### config.mk
export PLATFORM = sky130hd
export DESIGN_NAME = led_pattern_gen
export DESIGN_NICKNAME = d
export VERILOG_FILES = /design/src/rtl/led_pattern_gen.sv
export SDC_FILE = /design/constraint.sdc
export NUM_CORES = 1
export LEC_CHECK = 0
export CORE_MARGIN = 2
export CORE_UTILIZATION = 61
export CTS_CLUSTER_DIAMETER = 120
export CTS_CLUSTER_SIZE = 12
export DETAILED_ROUTE_END_ITERATION = 12
export GPL_ROUTABILITY_DRIVEN = 0
export PLACE_DENSITY = 0.89
export SYNTH_ARGS = -nofsm -noshare
export SYNTH_HDL_FRONTEND = slang
export SYNTH_SLANG_ARGS = --single-unit
### constraint.sdc
create_clock -name sys_clk -period 3.2 [get_ports sys_clk]
set_input_delay 0.32 -clock sys_clk [delete_from_list [all_inputs] [get_ports sys_clk]]
set_output_delay 0.32 -clock sys_clk [all_outputs]
set_load 0.1 [all_outputs]
### src/rtl/led_pattern_gen.sv
// N-channel LED pattern generator (off / solid / blink / chase) with step strobe.
// Define LED_PWM_EN to build the 16-level duty-cycle brightness gate on the LED outputs.
module led_pattern_gen #(
  parameter int unsigned N_LED       = 4,
  parameter int unsigned TICK_CYCLES = 5_000_000,
  parameter int unsigned RATE_W      = 4
) (
  input  logic              sys_clk,
  input  logic              rst,
  input  logic              en,
  input  logic [1:0]        mode,
  input  logic [RATE_W-1:0] rate,
  input  logic              dir,
  input  logic [3:0]        duty,
  output logic [N_LED-1:0]  led,
  output logic              step
);

  localparam int unsigned     TICK_W    = $clog2(TICK_CYCLES);
  localparam logic [TICK_W-1:0] TICK_LAST = TICK_W'(TICK_CYCLES - 1);
  localparam logic [1:0]      MODE_OFF   = 2'd0;
  localparam logic [1:0]      MODE_SOLID = 2'd1;
  localparam logic [1:0]      MODE_BLINK = 2'd2;
  localparam logic [1:0]      MODE_CHASE = 2'd3;
  localparam logic [N_LED-1:0] PAT_LSB  = N_LED'(1);
  localparam logic [N_LED-1:0] PAT_MSB  = {1'b1, {(N_LED-1){1'b0}}};

  logic [TICK_W-1:0] tick_cnt_q, tick_cnt_d;
  logic [RATE_W-1:0] step_cnt_q, step_cnt_d;
  logic              phase_q, phase_d;
  logic [N_LED-1:0]  pat_q, pat_d;
  logic [1:0]        mode_q;
  logic              en_q;
  logic [N_LED-1:0]  led_q, led_d;
  logic              step_q, step_d;

  logic              restart_c;
  logic              tick_c;
  logic              step_ev_c;
  logic [N_LED-1:0]  pat_init_c;
  logic [N_LED-1:0]  pat_rot_c;
  logic [N_LED-1:0]  pat_led_c;

  // A mode change or a fresh enable restarts counters and reloads the pattern.
  assign restart_c  = en && ((mode != mode_q) || !en_q);
  assign tick_c     = (tick_cnt_q == TICK_LAST);
  assign step_ev_c  = en && !restart_c && tick_c && (step_cnt_q >= rate);
  assign pat_init_c = dir ? PAT_MSB : PAT_LSB;
  assign pat_rot_c  = dir ? {pat_q[0], pat_q[N_LED-1:1]}
                          : {pat_q[N_LED-2:0], pat_q[N_LED-1]};

  always_comb begin
    tick_cnt_d = '0;
    step_cnt_d = '0;
    phase_d    = 1'b0;
    pat_d      = '0;
    step_d     = 1'b0;
    if (en && !restart_c) begin
      tick_cnt_d = tick_c ? '0 : tick_cnt_q + TICK_W'(1);
      if (step_ev_c)   step_cnt_d = '0;
      else if (tick_c) step_cnt_d = step_cnt_q + RATE_W'(1);
      else             step_cnt_d = step_cnt_q;
    end
    if (en) begin
      case (mode)
        MODE_BLINK: begin
          phase_d = restart_c ? 1'b1 : (phase_q ^ step_ev_c);
          step_d  = step_ev_c;
        end
        MODE_CHASE: begin
          if (restart_c)      pat_d = pat_init_c;
          else if (step_ev_c) pat_d = pat_rot_c;
          else                pat_d = pat_q;
          step_d = step_ev_c;
        end
        default: ;
      endcase
    end
  end

  // LED image follows the pattern state being loaded on this edge.
  always_comb begin
    pat_led_c = '0;
    if (en) begin
      case (mode)
        MODE_OFF:   pat_led_c = '0;
        MODE_SOLID: pat_led_c = '1;
        MODE_BLINK: pat_led_c = {N_LED{phase_d}};
        MODE_CHASE: pat_led_c = pat_d;
        default:    pat_led_c = '0;
      endcase
    end
  end

`ifdef LED_PWM_EN
  logic [3:0] pwm_cnt_q, pwm_cnt_d;

  assign pwm_cnt_d = en ? pwm_cnt_q + 4'd1 : 4'd0;
  assign led_d     = pat_led_c & {N_LED{pwm_cnt_q <= duty}};

  always_ff @(posedge sys_clk or posedge rst) begin
    if (rst) pwm_cnt_q <= 4'd0;
    else     pwm_cnt_q <= pwm_cnt_d;
  end
`else
  logic unused_duty_c;

  assign unused_duty_c = ^duty;
  assign led_d         = pat_led_c;
`endif

  always_ff @(posedge sys_clk or posedge rst) begin
    if (rst) begin
      tick_cnt_q <= '0;
      step_cnt_q <= '0;
      phase_q    <= 1'b0;
      pat_q      <= '0;
      mode_q     <= 2'd0;
      en_q       <= 1'b0;
      led_q      <= '0;
      step_q     <= 1'b0;
    end else begin
      tick_cnt_q <= tick_cnt_d;
      step_cnt_q <= step_cnt_d;
      phase_q    <= phase_d;
      pat_q      <= pat_d;
      mode_q     <= mode;
      en_q       <= en;
      led_q      <= led_d;
      step_q     <= step_d;
    end
  end

  assign led  = led_q;
  assign step = step_q;

endmodule

==> metrics.yaml <==
drive_gt1_share_pct: 7.00
grt_max_degree: 41
arrival_ps: 2670
cts_buffer_depth: 2
syn_inst: 224
area_delta_synth_final_pct: 12.4
finish.instance_area_um2: 2390
synth_ff_type: "dfrtp_1"
fin_nets: 262
grt_pass1_vias: 1722
dpl_cell_area_um2: 2310
fp.dieH_um: 63.0
leakage_uw: 0.00101
synth_largest_area_cell: "dfrtp_1"
first_iter_violations: 107
p_int_uw: 702
synth-edff-count: 0
start_util_pct: 63.7
ys_warn_count: 0
dr.pass1.iters: 4
dr.max_layer_used: "met4"
critical_path_class: "input port to flop"
p_per_area_nw_per_um2: 389
synth-seq-cells: 40
setup-violations-final: 0
ios: 19
rsz0062_at_grt: "no"
drc: 0
slew_headroom_pct: 35.0
switching_share_pct: 24.5
dp_hpwl_um: 2900
post_cts_resized: 0
layout_common_cells: "40 x dfrtp_1, 29 x nor2_1, 18 x nand3_1, 15 x inv_1, 15 x xor2_1"
antenna_found_initial: 0
fin_crit_sh_pct: 75.9
cts_tree: "built"
cp_data_required_time_ps: 3440
dieArea_um2: 3970
ant_nets: 0
cts_setup_buffers: 0
met3_length_um: 166
ff2ff_setup_slack_ps: 840
synth_seq_area_share_pct: 47.1
core_area_um2: 3340
wl_met1_um: 1740
r2r-end: "step_cnt_q[2]"
worstSetupEndpointType: "flop"
fin_crit_ps: 2430
n_fill_cell: 266
critical_path.max_fanout: 9
cts_hold_buf: 0
status: "completed"
ir_worst_vdd_v: 0.000338
synth-async-reset-ratio_pct: 100
synth_nets: 244
p_seq_share_pct: 55.4
wl_met2_um: 2070
grt_pass1_wl_um: 7560
synth_area_leaders: "dfrtp_1 47%, xor2_1 6.2%, nor2_1 5.1%"
ys_types: 46
power_frac_comb_pct: 9.2
tns_ps: 0
placement_rows: 21
antennaDiodeCount: 0
startpoint_type: "input port"
gr-usage-all-layers_pct: 24.4
syn_area_per_cell_um2: 9.49
hp-class: "input port to asynchronous set/reset pin"
port_buffers: 14
synth_area_um2: 2130
fmax_mhz: 412
grt_remaining_overflow: 0
final_common_cell: "dfrtp_1"
clock_skew_ps: 15.5
drv_slew: 0
clkLatencyLatePin_ps: 360
vias: 1643
worstReg2RegStart: "tick_cnt_q[7]"
dieWidth_um: 63.0
vias_per_cell: 5.69
worst_pin_slew_ps: 971
clock-sinks: 40
p_clk_share_pct: 35.4
cts-root-buf: "clkbuf_4"
cts_made_buffers: 5
clk_pin_slew_ps: 130
p_sw_uw: 227
htreeDepth: 2
hold_viol: 0
ff2ff_path_depth: 6
drt-total-wl_um: 4030
synth_top_area_share_pct: 47.1
drv_cap: 0
wl_per_cell_um: 13.9
## stage by stage
stage,utilization [%],setup WS [ps],hold WS (ps),power [uW],instances
CTS,71.6,787,397,939,289
global placement,69.3,480,436,609,281
global route,71.6,588,430,964,289
floorplan,-,1170,351,583,224
finish,71.6,771,379,930,289
detailed placement,69.3,405,445,612,281
## power groups by stage
stage / Clock, uW / Combinational [uW] / Sequential [uW]
2_1_floorplan: 0 / 35.7 / 547
3_3_place_gp: 0 / 84.7 / 524
3_5_place_dp: 0 / 86.7 / 525
4_1_cts: 337 / 86.9 / 515
5_1_grt: 353 / 94.9 / 516
6_report: 329 / 85.9 / 515
## how the worst max path moves through the flow
stage	from	end	slack [ps]	cells after the start
after floorplan	tick_cnt_q[7]	tick_cnt_q[13]	1170	7
after global placement	mode[1]	led[1]	480	7
final	mode[1]	led[1]	770	7
after CTS	mode[1]	led[1]	790	7
after detailed placement	mode[1]	led[1]	410	7
after global routing	tick_cnt_q[7]	step_cnt_q[2]	590	6
## critical path, stage by stage
cell and delay [ps]:
clkdlybuf4s50_1 570, xor2_1 250, or3_4 420, nor4_2 590, a21boi_0 200, o21ai_1 210
a21oi_1 110
## cells by family after synthesis
logic type,Yosys count,share of synthesized area [%]
multiplexers,3,1.41
flip-flops,40,47.1
XOR/XNOR,23,9.48
adder cells (fa/ha/maj),6,3.53
buffers and inverters,20,3.88
AND/OR/NAND/NOR,102,25.8
AO/OA/AOI/OAI,30,8.83
## final cells by class
cell class              instances  area [um^2]  share of cell area [%]
multi-input cells             164         1040                    43.6
flip-flops and latches         40         1000                    41.9
inverters                      15         56.3                    2.36
repair buffers                 16          155                    6.50
clock inverters                 2         35.0                    1.47
well taps                      46         57.6                    2.41
clock buffers                   6         41.3                    1.73
## registers in the layout, indices dropped and copies added, names as in the netlist
| register | cells |
|---|---|
| step_cnt_q | 4 |
| tick_cnt_q | 23 |
| led | 4 |
| pat_q | 4 |
| phase_q | 1 |
| en_q | 1 |
| mode_q | 2 |
| step | 1 |
## layer usage
| metal | track usage [%] | vias to the layer above |
|---|---|---|
| met1 | 29.6 | 796 |
| li1 | - | 810 |
| met4 | 9.17 | 0 |
| met5 | 0 | - |
| met2 | 42.4 | 31 |
| met3 | 5.23 | 6 |
## cell usage after synthesis, types with 2 or more instances
cell      count
a21boi_0      2
a21o_1        3
a21oi_1       6
and2_1        2
and3_1        5
and4_1        2
clkbuf_1      3
dfrtp_1      40
ha_1          6
inv_1        15
mux2i_1       3
nand2_1      14
nand2b_1      2
nand3_1      18
nand4_1       4
nor2_1       29
nor3_1        6
nor4b_1       2
o21ai_0       9
o21ai_1       2
or3_1         5
xnor2_1       8
xor2_1       15
(Power assumes the default switching activity.)
